File: config.mk
export PLATFORM = sky130hd
export DESIGN_NAME = mem_access_ctrl
export DESIGN_NICKNAME = d
export VERILOG_FILES = /design/src/rtl/mem_access_ctrl.sv
export SDC_FILE = /design/constraint.sdc
export NUM_CORES = 1
export LEC_CHECK = 0
export ABC_AREA = 1
export BUFFER_PORTS_ARGS = -buffer_cell sky130_fd_sc_hd__buf_4
export CAP_MARGIN = 20
export CORE_UTILIZATION = 55
export DETAILED_ROUTE_END_ITERATION = 12
export HOLD_SLACK_MARGIN = 0.06
export PLACE_DENSITY = 0.79
export SLEW_MARGIN = 25
export SYNTH_ARGS = -nofsm -noshare
export SYNTH_HDL_FRONTEND = slang
export SYNTH_SLANG_ARGS = --single-unit
export TNS_END_PERCENT = 30
File: constraint.sdc
create_clock -name clk -period 11.4 [get_ports clk]
set_input_delay 0 -clock clk [delete_from_list [all_inputs] [get_ports clk]]
set_output_delay 0 -clock clk [all_outputs]
set_load 0.1 [all_outputs]
File: src/rtl/mem_access_ctrl.sv
// Load/store initiator between the MEM stage and a 32-bit word RAM.
// Splits byte/half/word accesses (aligned or not) into one or two word accesses, stores via single-cycle RMW.
module mem_access_ctrl #(
  parameter int WIDTH = 32
) (
  input  logic             clk,
  input  logic             rst,
  input  logic             req_valid,
  output logic             req_ready,
  input  logic             req_we,
  input  logic [1:0]       req_size,
  input  logic             req_unsigned,
  input  logic [WIDTH-1:0] req_addr,
  input  logic [WIDTH-1:0] req_wdata,
  output logic             rsp_valid,
  output logic [WIDTH-1:0] rsp_rdata,
  output logic [WIDTH-1:0] mem_addr,
  output logic [WIDTH-1:0] mem_wdata,
  output logic             mem_we,
  input  logic [WIDTH-1:0] mem_rdata
);

  typedef enum logic [1:0] {S_IDLE, S_ACC0, S_ACC1, S_RESP} state_t;

  state_t             r_state;
  logic               r_we;
  logic [1:0]         r_size;
  logic               r_unsigned;
  logic [WIDTH-1:0]   r_addr;
  logic [WIDTH-1:0]   r_wdata;
  logic [WIDTH-1:0]   r_buf;
  logic [WIDTH-1:0]   r_rdata;

  logic [2:0]         w_nbytes;
  logic [1:0]         w_off;
  logic               w_span;
  logic               w_phase1;
  logic [WIDTH-3:0]   w_word0;
  logic [WIDTH-3:0]   w_word1;
  logic [WIDTH-1:0]   w_merge;
  logic [WIDTH-1:0]   w_buf_nxt;

  function automatic logic [WIDTH-1:0] extend_load(input logic [WIDTH-1:0] b,
                                                   input logic [1:0] sz,
                                                   input logic uns);
    logic signed [7:0]  v8;
    logic signed [15:0] v16;
    v8  = b[7:0];
    v16 = b[15:0];
    case (sz)
      2'b00:   return uns ? {{(WIDTH-8){1'b0}}, b[7:0]}   : WIDTH'(v8);
      2'b01:   return uns ? {{(WIDTH-16){1'b0}}, b[15:0]} : WIDTH'(v16);
      default: return b;
    endcase
  endfunction

  assign w_nbytes = (r_size == 2'b00) ? 3'd1 : (r_size == 2'b01) ? 3'd2 : 3'd4;
  assign w_off    = r_addr[1:0];
  assign w_span   = ({1'b0, w_off} + w_nbytes) > 3'd4;
  assign w_phase1 = (r_state == S_ACC1);
  assign w_word0  = r_addr[WIDTH-1:2];
  assign w_word1  = r_addr[WIDTH-1:2] + 1'b1;

  // Lane l of the current word holds access byte k = l + 4*phase - offset, when 0 <= k < N.
  always_comb begin
    w_merge   = mem_rdata;
    w_buf_nxt = r_buf;
    for (int l = 0; l < 4; l++) begin
      logic [3:0] pos;
      logic [3:0] k;
      pos = 4'(l) + (w_phase1 ? 4'd4 : 4'd0);
      k   = pos - {2'b00, w_off};
      if ((pos >= {2'b00, w_off}) && (k < {1'b0, w_nbytes})) begin
        w_merge[8*l +: 8]        = r_wdata[8*k[1:0] +: 8];
        w_buf_nxt[8*k[1:0] +: 8] = mem_rdata[8*l +: 8];
      end
    end
  end

  always_comb begin
    mem_addr  = '0;
    mem_wdata = '0;
    mem_we    = 1'b0;
    case (r_state)
      S_ACC0: begin
        mem_addr = {2'b00, w_word0};
        if (r_we) begin
          mem_we    = 1'b1;
          mem_wdata = w_merge;
        end
      end
      S_ACC1: begin
        mem_addr = {2'b00, w_word1};
        if (r_we) begin
          mem_we    = 1'b1;
          mem_wdata = w_merge;
        end
      end
      default: ;
    endcase
  end

  assign req_ready = (r_state == S_IDLE);
  assign rsp_valid = (r_state == S_RESP);
  assign rsp_rdata = r_rdata;

  // Request fields are only consumed in the ACC states, so they need no reset.
  always_ff @(posedge clk) begin
    if (r_state == S_IDLE && req_valid) begin
      r_we       <= req_we;
      r_size     <= req_size;
      r_unsigned <= req_unsigned;
      r_addr     <= req_addr;
      r_wdata    <= req_wdata;
    end
  end

  always_ff @(posedge clk) begin
    if (rst) begin
      r_state <= S_IDLE;
      r_buf   <= '0;
      r_rdata <= '0;
    end else begin
      case (r_state)
        S_IDLE: begin
          if (req_valid) begin
            r_buf   <= '0;
            r_state <= S_ACC0;
          end
        end
        S_ACC0, S_ACC1: begin
          if (!r_we) r_buf <= w_buf_nxt;
          if (r_state == S_ACC0 && w_span) begin
            r_state <= S_ACC1;
          end else begin
            r_rdata <= r_we ? '0 : extend_load(w_buf_nxt, r_size, r_unsigned);
            r_state <= S_RESP;
          end
        end
        default: r_state <= S_IDLE;
      endcase
    end
  end

endmodule
==> results.sh <==
export IMPL_status="finished, final reports clean"
export IMPL_synthDominantCellAreaShare=0.210
export IMPL_ys_warn_count=0
export IMPL_cts_tree="done"
export IMPL_dp_slack_ps=6130
export IMPL_ant_nets=0
export IMPL_cts_made_buffers=17
export IMPL_max_freq_mhz=171
export IMPL_vias_per_cell=5.90
export IMPL_synth_edf_count=68
export IMPL_synth_commonest_cells="nand2_1, inv_1, a21oi_1"
export IMPL_ys_seq_elements=134
export IMPL_cts_hold_buffers=70
export IMPL_finish_utilization=0.725
export IMPL_critPathKind="flip-flop to primary output"
export IMPL_nFillCells=1457
export IMPL_vias=11533
export IMPL_drive_gt1_frac=0.160
export IMPL_synth_area_mm2=0.00972
export IMPL_rows=48
export IMPL_synthCells=1495
export IMPL_worst_pin_slew_ps=969
export IMPL_rsz0062_at_grt="false"
export IMPL_worstPathArrival_ps=5860
export IMPL_die_w_um=135
export IMPL_grt_use_total=0.403
export IMPL_synth_cell_type_count=40
export IMPL_synth_top_cell_by_area="edfxtp_1"
export IMPL_grt_max_degree=67
export IMPL_cts_setup_buffers=0
export IMPL_crit_end="mem_wdata[6]"
export IMPL_hp_class="input port to flip-flop"
export IMPL_r2r_end="r_buf[1]"
export IMPL_overflow=0
export IMPL_cp_start_kind="flip-flop"
export IMPL_fin_crit_sh=0.514
export IMPL_drt_iter0_markers=1486
export IMPL_ios=202
export IMPL_routedWlPerCell_um=18.9
export IMPL_yosys_top_cells_area="edfxtp_1, nand2_1, dfxtp_1"
export IMPL_max_slew_margin=0.354
export IMPL_grt_pass1_wl_mm=56.1
export IMPL_route_final_wire_length_mm=37.0
export IMPL_cts_sinks=134
export IMPL_syn_to_final_growth_pct=29.0
export IMPL_fin_nets=1847
export IMPL_grt_pass1_vias=10337
export IMPL_htree_levels=4
export IMPL_synth_seq_area_share=0.346
export IMPL_coreArea_mm2=0.0173
export IMPL_critPathMaxFanout=25
export IMPL_place_congestion=1.03
export IMPL_p_leak_nw=5.54
export IMPL_ctsResizeCount=0
export IMPL_synthArstFlopShare=0
export IMPL_r2r_slack_ps=5890
export IMPL_dpl_hpwl_mm=25.7
export IMPL_reg2reg_from="r_addr[1]"
export IMPL_cp_required_ps=11400
export IMPL_setup_ws_ps=5540
export IMPL_firstDrtPassIters=6
export IMPL_maxCapViolations=0
export IMPL_slew_viol_final=0
export IMPL_cp_end_kind="primary output"
export IMPL_drc=0
export IMPL_hold_violations=0
export IMPL_port_buffers=199
export IMPL_die_y_um=135
export IMPL_die_area_mm2=0.0182
export IMPL_synth_most_common_cell="nand2_1"
export IMPL_grt_antenna_before_repair=0
export IMPL_fin_tns_setup_ps=0
export IMPL_powerDensity_mw_per_mm2=276
export IMPL_cts_root_buf="clkbuf_16"
export IMPL_final_min_clock_period_ps=5860
export IMPL_ys_flop_type="edfxtp_1"
export IMPL_crit_path_start="r_addr[1]"
export IMPL_clk_pin_slew_ps=70
export IMPL_diodes=0
export IMPL_vdd_drop_max_uv=271
export IMPL_total_power_w=0.00346
export IMPL_setup_viol=0
export IMPL_ff2ff_path_depth=15
export IMPL_avgSynthCellArea_um2=6.50
export IMPL_skew_ps=11.0
export IMPL_clkLatencyLatePin_ps=440
export IMPL_clk_path_buf_depth=2
export IMPL_initial_core_util=0.562
==> worst max-delay path, cell delays in order, from the launching register on <==
cell and delay [ps]:
edfxtp_1 990, clkinv_1 860, ha_1 1010, ha_1 340, nand2_1 60, nand2_1 50, nand2_1 560, nand2_1 370
inv_1 400, o21ai_0 160, a21oi_1 260, buf_4 340
==> where the power goes <==
part | total (W) | internal [W] | switching (W) | leakage (nW)
Clock | 0.000576 | 0.000298 | 0.000278 | 0.298
Combinational | 0.00218 | 0.000470 | 0.00171 | 4.06
Sequential | 0.000698 | 0.000619 | 0.0000791 | 1.18
==> area by class of cell <==
type	count	area (um^2)	area share
multi-input cells	1117	5400	0.430
flip-flops and latches	134	3360	0.268
repair buffers	280	2280	0.182
inverters	166	626	0.0499
clock buffers	17	425	0.0339
well taps	225	282	0.0224
clock inverters	15	174	0.0139
==> sequential cells by signal, indices dropped and copies added (netlist names) <==
signal,count
rsp_rdata,32
r_addr,32
r_wdata,32
r_size,2
r_unsigned,1
r_buf,32
r_we,1
r_state,2
==> kinds of logic (layout without fill, tap and decap cells) <==
kind of cell / count (synthesis) / in the layout / synth area share
adders and majority gates: 28 / 28 / 0.0368
buffers and inverters: 245 / 478 / 0.0993
xor gates and xnor gates: 3 / 3 / 0.00270
DFF: 134 / 134 / 0.346
other: 1 / 2 / 0.000386
muxes: 6 / 6 / 0.00618
and+or+nand+nor: 775 / 775 / 0.343
AOI/OAI and AO/OA: 303 / 303 / 0.166
==> layer usage <==
metal,share of wire,GRT usage,wire (um)
met5,0,0,0
met3,0.12,0.109,4600
met1,0.40,0.549,15000
met2,0.43,0.601,16000
met4,0.039,0.168,1440
==> worst min path at each step <==
stage	from	to	slack [ps]	depth (start not counted)
3_3_place_gp	req_addr[13]	r_addr[13]	180	1
3_5_place_dp	req_addr[16]	r_addr[16]	180	1
5_1_grt	mem_rdata[16]	r_buf[0]	90	5
2_1_floorplan	req_addr[0]	r_addr[0]	100	0
6_report	mem_rdata[31]	r_buf[7]	70	5
4_1_cts	mem_rdata[31]	r_buf[7]	60	5
==> cells in the final DEF, fill, tap and decap left out, types with 4 or more instances in the layout <==
| master | netlist | layout |
|---|---|---|
| nand2_1 | 447 | 447 |
| buf_4 | 3 | 210 |
| inv_1 | 159 | 158 |
| a21oi_1 | 142 | 142 |
| nand3_1 | 129 | 129 |
| o21ai_0 | 123 | 123 |
| nor2_1 | 104 | 104 |
| dlygate4sd3_1 | 0 | 70 |
| edfxtp_1 | 68 | 68 |
| dfxtp_1 | 66 | 66 |
| nand4_1 | 46 | 46 |
| ha_1 | 27 | 27 |
| a211oi_1 | 23 | 23 |
| nor3_1 | 17 | 17 |
| clkbuf_16 | 0 | 17 |
| or2_2 | 10 | 10 |
| inv_8 | 0 | 7 |
| inv_2 | 5 | 6 |
| mux2i_1 | 6 | 6 |
| nand2_2 | 5 | 5 |
| nand3_2 | 5 | 5 |
| a221oi_1 | 4 | 4 |
| a31oi_1 | 4 | 4 |
==> stage by stage <==
stage          hold WS [ps]  cell area [um^2]  std cells
6_report               75.0             12500       1954
5_1_grt                89.7             12500       1954
3_3_place_gp            178             11200       1852
4_1_cts                63.0             12500       1954
3_5_place_dp            179             11200       1852
2_1_floorplan          98.9              9730       1496
(Power assumes the default switching activity.)
